<file path="config.mk">
export PLATFORM = sky130hd
export DESIGN_NAME = pixel_plane_writer
export DESIGN_NICKNAME = d
export VERILOG_FILES = /design/src/rtl/pixel_plane_writer.sv
export SDC_FILE = /design/constraint.sdc
export NUM_CORES = 1
export LEC_CHECK = 0
export CORE_UTILIZATION = 40
export DETAILED_ROUTE_END_ITERATION = 7
export PLACE_DENSITY_LB_ADDON = 0.05
export SYNTH_ARGS = -nofsm -noshare
export SYNTH_HDL_FRONTEND = slang
export SYNTH_SLANG_ARGS = --single-unit
</file>
<file path="constraint.sdc">
create_clock -name clk -period 2.45 [get_ports clk]
set_clock_uncertainty 0.1 [all_clocks]
set_input_delay 0.49 -clock clk [delete_from_list [all_inputs] [get_ports clk]]
set_output_delay 0.49 -clock clk [all_outputs]
set_load 0.05 [all_outputs]
</file>
<file path="src/rtl/pixel_plane_writer.sv">
// Pixel plane writer: single-pixel and rectangle fills into a y*W+x plane.
// One registered write per cycle, addresses stepped incrementally.
module pixel_plane_writer #(
    parameter int PLANE_W = 320,
    parameter int PLANE_H = 240
) (
    input  logic        clk,
    input  logic        reset_n,
    input  logic        cmd_valid,
    output logic        cmd_ready,
    input  logic        cmd_op,
    input  logic [8:0]  x0,
    input  logic [8:0]  x1,
    input  logic [7:0]  y0,
    input  logic [7:0]  y1,
    input  logic [7:0]  color,
    input  logic        abort,
    output logic [16:0] vram_addr,
    output logic [7:0]  vram_d,
    output logic        vram_we,
    output logic        busy,
    output logic        done,
    output logic        err
);

    typedef enum logic [1:0] {
        IDLE = 2'd0,
        FILL = 2'd1,
        DONE = 2'd2
    } state_t;

    localparam logic [16:0] ROW   = 17'(PLANE_W);
    localparam logic [9:0]  W_LIM = 10'(PLANE_W);
    localparam logic [8:0]  H_LIM = 9'(PLANE_H);
    localparam logic [8:0]  X_MAX = 9'(PLANE_W - 1);
    localparam logic [7:0]  Y_MAX = 8'(PLANE_H - 1);

    state_t      state, nxt;
    logic        live_q;
    logic        err_q;
    logic [8:0]  cur_x, start_x, end_x;
    logic [7:0]  cur_y, end_y;
    logic [16:0] line_base;

    logic        accept;
    logic        last;
    logic        bad;
    logic [8:0]  raw_x1, clamp_x1;
    logic [7:0]  raw_y1, clamp_y1;
    logic [16:0] base0;

    // Command decode: single pixel collapses the rectangle, far corner clamps
    always_comb begin
        raw_x1   = cmd_op ? x1 : x0;
        raw_y1   = cmd_op ? y1 : y0;
        clamp_x1 = ({1'b0, raw_x1} > 10'(X_MAX)) ? X_MAX : raw_x1;
        clamp_y1 = ({1'b0, raw_y1} > 9'(Y_MAX)) ? Y_MAX : raw_y1;
        bad      = ({1'b0, x0} >= W_LIM) || ({1'b0, y0} >= H_LIM) ||
                   (raw_x1 < x0) || (raw_y1 < y0);
        base0    = 17'(y0) * ROW;
        last     = (cur_x == end_x) && (cur_y == end_y);
    end

    assign cmd_ready = (state == IDLE) && live_q;
    assign busy      = (state != IDLE);
    assign done      = (state == DONE);
    assign err       = (state == DONE) && err_q;

    // Next-state logic
    always_comb begin
        nxt    = state;
        accept = 1'b0;
        unique case (state)
            IDLE: begin
                if (cmd_valid && cmd_ready) begin
                    accept = 1'b1;
                    nxt    = bad ? DONE : FILL;
                end
            end
            FILL: begin
                if (abort || last) begin
                    nxt = DONE;
                end
            end
            DONE:    nxt = IDLE;
            default: nxt = IDLE;
        endcase
    end

    // State register; ready only once the first edge after reset has passed
    always_ff @(posedge clk or negedge reset_n) begin
        if (!reset_n) begin
            state  <= IDLE;
            live_q <= 1'b0;
        end else begin
            state  <= nxt;
            live_q <= 1'b1;
        end
    end

    // Raster walker and registered write port
    always_ff @(posedge clk or negedge reset_n) begin
        if (!reset_n) begin
            vram_we   <= 1'b0;
            vram_addr <= '0;
            vram_d    <= '0;
            err_q     <= 1'b0;
            cur_x     <= '0;
            cur_y     <= '0;
            start_x   <= '0;
            end_x     <= '0;
            end_y     <= '0;
            line_base <= '0;
        end else if (accept) begin
            cur_x     <= x0;
            cur_y     <= y0;
            start_x   <= x0;
            end_x     <= clamp_x1;
            end_y     <= clamp_y1;
            line_base <= base0;
            vram_addr <= bad ? '0 : base0 + 17'(x0);
            vram_d    <= color;
            vram_we   <= !bad;
            err_q     <= bad;
        end else if (state == FILL && !abort && !last) begin
            vram_we <= 1'b1;
            if (cur_x == end_x) begin
                cur_x     <= start_x;
                cur_y     <= cur_y + 8'd1;
                line_base <= line_base + ROW;
                vram_addr <= line_base + ROW + 17'(start_x);
            end else begin
                cur_x     <= cur_x + 9'd1;
                vram_addr <= vram_addr + 17'd1;
            end
        end else begin
            vram_we <= 1'b0;
        end
    end

endmodule

</file>
**Word level (Yosys, flattened, before mapping)**

Cells that the tools add are included.

- Bits in registers: 90
- Output and inout bits: 30
- Logic and storage cells: 75

- Add/sub/neg operators: 6
- Multipliers: 1
- $lt $le $gt $ge: 6
- Equality and inequality tests: 6
- Multiplexer cells: 25
- Reductions and logical operators: 19

Operator list:

| cell | number |
|---|---|
| two-way mux 17 bit | 7 |
| two-way mux 9 bit | 5 |
| two-way mux 8 bit | 5 |
| adder 17 x 9 -> 17 bit | 2 |
| adder 17 x 1 -> 17 bit (second input constant) | 1 |
| adder 17 x 9 -> 17 bit (second input constant) | 1 |
| multiplier 8 x 3 -> 11 bit (second input constant) | 1 |
| adder 9 x 1 -> 9 bit (second input constant) | 1 |
| == test 9 bit | 1 |
| greater-or-equal comparator 9 bit (second input constant) | 1 |
| > comparator 9 bit (second input constant) | 1 |
| < comparator 9 bit | 1 |
| adder 8 x 1 -> 8 bit (second input constant) | 1 |
| == test 8 bit | 1 |
| greater-or-equal comparator 8 bit (second input constant) | 1 |
| > comparator 8 bit (second input constant) | 1 |
| < comparator 8 bit | 1 |
| logical AND 1 bit | 6 |
| two-way mux 2 bit | 3 |
| nonzero test 2 bit | 3 |
| logical OR 1 bit | 4 |
| two-way mux 1 bit | 4 |
| one-hot mux 2 bit (2 select lines) | 1 |
| AND reduction 2 bit | 2 |
| 6 further kinds | 8 |

**Logic depth before layout (Yosys ltp)**

- Word-level depth: 7
- Depth in mapped cells: 13
- Depth with buffers taken out: 10

**Least setup slack after synthesis**

Ideal clock, no wire load.

- Kind: in2reg
- Start point: input cmd_op
- End point: register vram_addr[3]
- Library setup time: 0.082 ns
- Arrival time: 2.736 ns
- Required time: 2.268 ns
- Slack: -0.468 ns
- Stages on the path: 13
- Path buffers: 4
- Cells stage by stage: buf_4 -> clkbuf_1 -> clkbuf_1 -> nand2_1 -> nand2_1 -> ha_1 -> o21ai_0 -> o21ai_0 -> o2111ai_1 -> a311oi_2 -> buf_4 -> nand3_1 -> a31oi_1

- Cells in the longest elaborated chain, start to end: 6

Ends and longest elaborated chain:

| what | RTL line | RTL |
|---|---|---|
| start, declared | 11 | `input logic cmd_op,` |
| two-way mux 9 bit | 54 | `raw_x1 = cmd_op ? x1 : x0;` |
| < comparator 9 bit | 59 | `(raw_x1 < x0) \|\| (raw_y1 < y0);` |
| logical OR 1 bit | 58 | `bad = ({1'b0, x0} >= W_LIM) \|\| ({1'b0, y0} >= H_LIM) \|\|` |
| logical OR 1 bit * | 59 |  |
| two-way mux 17 bit * | 121 | `vram_addr <= bad ? '0 : base0 + 17'(x0);` |
| two-way mux 17 bit * | 114 | `end else if (accept) begin` |
| end signal, assigned | 121 |  |
| end signal, assigned | 131 | `vram_addr <= line_base + ROW + 17'(start_x);` |
| end signal, assigned | 134 | `vram_addr <= vram_addr + 17'd1;` |
| end, declared | 18 | `output logic [16:0] vram_addr,` |

Mark *: on every way between the ends. The rest lies on a longest branch, timed or not.
A chain may end at the register's enable or synchronous reset.

**Worst setup path in the final report**

- Start point: input y0[3]
- End point: register vram_addr[15]

- Cells in the longest elaborated chain, start to end: 6

Ends and longest elaborated chain:

| what | RTL line | RTL |
|---|---|---|
| start, declared | 14 | `input logic [7:0] y0,` |
| branches (longest 4 deep; another with adder 17 x 9 -> 17 bit) | - |  |
| two-way mux 17 bit * | 121 |  |
| two-way mux 17 bit * | 114 |  |

Mark *: on every way between the ends.

==> impl_metrics.csv <==
group,metric,value,unit
outcome,status,"finished with violations",
outcome,violations,"design-rule violations, negative hold slack, negative setup slack",
placement,io_buffers,76,
power,p_per_area,689,mW/mm^2
synth,syn-num-nets,806,
floorplanning,initial_core_util,0.416,
critical_path,cp_max_fo,4,
layout,final_cells,1124,
sta,fin_hold_ws,-0.00244,ns
critical_path,end_kind,"flop",
clock_network,max-clock-path-buffers,2,
global_routing,grt_pass1_wl,30800,um
sta,layout_min_cycle_time,2.49,ns
critical_path,cp_slowest_stage_delay,0.33,ns
critical_path,cp.required,2.56,ns
floorplanning,dieArea,0.0158,sq mm
clock_network,cts_buffers,9,
global_routing,grt_max_degree,51,
critical_path,cp_top_family,"adder cells",
clock_network,hold_buffers,0,
critical_path,path_class,"primary input to flop",
layout,multi_input_area,0.00412,sq mm
synth,synth_common_cells,"120 x nand2_1, 84 x dfrtp_1, 46 x o21ai_0",
critical_path,crit_chain,"buf_8 -> ha_4 -> ha_4 -> fa_2 -> a21o_1 -> a311o_1 -> a21oi_2 -> xnor2_2 -> or2_4 -> mux2i_2 -> a311oi_2",
floorplanning,coreArea,0.0147,sq mm
sta,period_share,1.02,
drt,routed_wl,19700,um
power,p_total,6.16,mW
clock_network,clk_root_buffer_cell,"clkbuf_16",
floorplanning,io_pins,77,
layout,area_growth,46.3,%
synth,synth_edf_count,0,
synth,ys_warn_count,0,
drt,drt_iter0_drc,380,
sta,slew_viol_final,0,
sta,final.setup.worst_slack,-0.0444,ns
floorplanning,fp.dieH,126,um
drt,vias_per_cell,5.53,
layout,final_util,0.608,
layout,nNetsFinal,1022,
worst_hold_path,hold_path_class,"primary input to async pin",
clock_network,cts_tree,"yes",
synth,synth_seq_cells,84,
synth,async_flop_share,1.00,
drt,avgRoutedWirePerCell,17.6,um
synth,synth_top_cell_by_area,"dfrtp_1",
global_routing,grt_overflow,0,
clock_network,clkSinkCount,84,
critical_path,rrSetupSlack,0.04,ns
synth,seq_area_frac_synth,0.344,
critical_path,crit_path_top_delay_cell,"fa_2",
synth,syn_inst,719,
layout,n_fill_cell,1302,
placement,hpwl,14600,um
critical_path,cpMostUsedCell,"ha_4",
critical_path,worstReg2RegEnd,"vram_addr[15]",
synth,synth_most_common_cell,"nand2_1",
sta,fmax,401,MHz
clock_network,cts-htree-levels,3,
sta,setup_violations,1,
synth,synth_top_area_share,0.344,
sta,hold_viol_final,2,
drt,drc,10,
synth,yosysUniqueCellTypes,65,
drt,firstDrtPassIters,8,
critical_path,path_buf_inv,1,
critical_path,cp.depth,11,
flow_run,cap_violations,0,
drt,route.vias.total,6217,
synth,ys_dominant_reg_cell,"dfrtp_1",
critical_path,r2r_cells,9,
critical_path,cp_data_arrival_time,2.61,ns
critical_path,crit_path_start_kind,"primary input",
global_routing,grt_pass1_vias,6065,
layout,drive_gt1_frac,0.291,
synth,syn-cell-area,0.00611,sq mm
layout,regArea,0.00210,sq mm
global_routing,grt.total_usage,0.249,
sta,tns,-0.0444,ns
power,vdd_drop_max,401,uV
clock_network,clk_latency,0.35,ns
placement,place_congestion,0.900,
sta,rsz0062_at_grt,"yes",
synth,syn_avg_cell_area,8.50,sq um
sta,worst_pin_slew,0.521,ns
placement,placed_cells,1078,
floorplanning,die_w,126,um
sta,slew_headroom,0.651,
drt,ant_nets,0,
floorplanning,rows,44,
global_routing,grt_antenna_before_repair,0,
critical_path,r2r-start,"line_base[6]",
clock_network,path_clk_slew,0.07,ns
layout,n_antenna_cell,0,
power,power.leakage,4.01,nW
synth,synthTopCellsByArea,"dfrtp_1 34%, ha_1 7.8%, nand2_1 7.4%",
## cell type report
type,instances,area share
multi-input cells,569,0.461
flip-flops and latches,84,0.235
repair buffers,239,0.227
clock buffers,10,0.0267
well taps,184,0.0258
inverters,32,0.0134
clock inverters,6,0.0105
## state kept, by name (all words and copies together) (netlist names)
signal	flops
err_q	1
cur_x	9
live_q	1
state	2
vram_we	1
cur_y	8
end_x	9
vram_addr	17
start_x	9
end_y	8
line_base	11
vram_d	8
## timing repair
action / in CTS / in global routing
pin swaps: 36 / 22
gates resized for setup: 86 / 45
setup endpoints to repair: 25 / 27
buffers inserted: 25 / 6
## routing by layer
metal,up-vias,track usage,part of all wire
li1,2993,-,-
met1,2997,0.317,0.44
met2,192,0.427,0.48
met3,35,0.0287,0.049
met4,0,0.107,0.031
met5,-,0,0
## cells by family (layout without fill, tap and decap cells)
kind of cell	Yosys count	in the layout	share of synthesized area
buf+inv	66	287	0.0481
flops	84	84	0.344
mux	11	11	0.0182
simple gates	263	263	0.206
compound gates	184	184	0.199
xor+xnor	69	69	0.0989
fa+ha+maj	40	40	0.0844
other cells	2	2	0.00123
## per-stage QoR
step	instance area, sq um	hold WS [ns]	setup WS (ns)
global placement	8010	0.357	-0.843
detailed placement	8010	0.364	-0.901
finish	8940	-0.00244	-0.0444
global route	8940	0.0276	-0.0913
CTS	8680	0.00758	-0.0316
floorplan	6210	0.0944	-0.170
## where the power goes
part           internal [mW]  total, mW  leakage [nW]  switching (mW)
sequential              1.66       2.01          1.03           0.350
clock                  0.930       1.53         0.160           0.599
combinational           1.24       2.62          2.82            1.38
## worst max path at each step
stage          startpoint             to  slack (ns)
3_5_place_dp        y0[1]  vram_addr[15]       -0.90
4_1_cts             y0[3]  vram_addr[15]       -0.03
2_1_floorplan      cmd_op  vram_addr[12]       -0.17
6_report            y0[3]  vram_addr[15]       -0.04
3_3_place_gp        y0[3]  vram_addr[15]       -0.84
5_1_grt             y0[3]  vram_addr[15]       -0.09
## cells in the final DEF, fill, tap and decap left out, types with 9 or more instances in the layout
| cell type | synthesis | final |
|---|---|---|
| nand3_1 | 30 | 28 |
| buf_4 | 6 | 155 |
| nor3_1 | 10 | 9 |
| nand4_1 | 11 | 11 |
| nor2_1 | 41 | 39 |
| o21ai_1 | 2 | 11 |
| buf_6 | 2 | 11 |
| inv_1 | 32 | 28 |
| xor2_1 | 24 | 23 |
| clkdlybuf4s50_1 | 0 | 48 |
| ha_4 | 0 | 13 |
| o21ai_0 | 46 | 32 |
| a21oi_1 | 36 | 31 |
| ha_1 | 38 | 23 |
| clkbuf_16 | 0 | 9 |
| nand2_1 | 120 | 118 |
| o211ai_1 | 14 | 14 |
| dlygate4sd2_1 | 0 | 12 |
| dfrtp_1 | 84 | 84 |
| a31oi_1 | 10 | 10 |
| xnor2_1 | 45 | 41 |
Power figures use the tool's default switching activity.
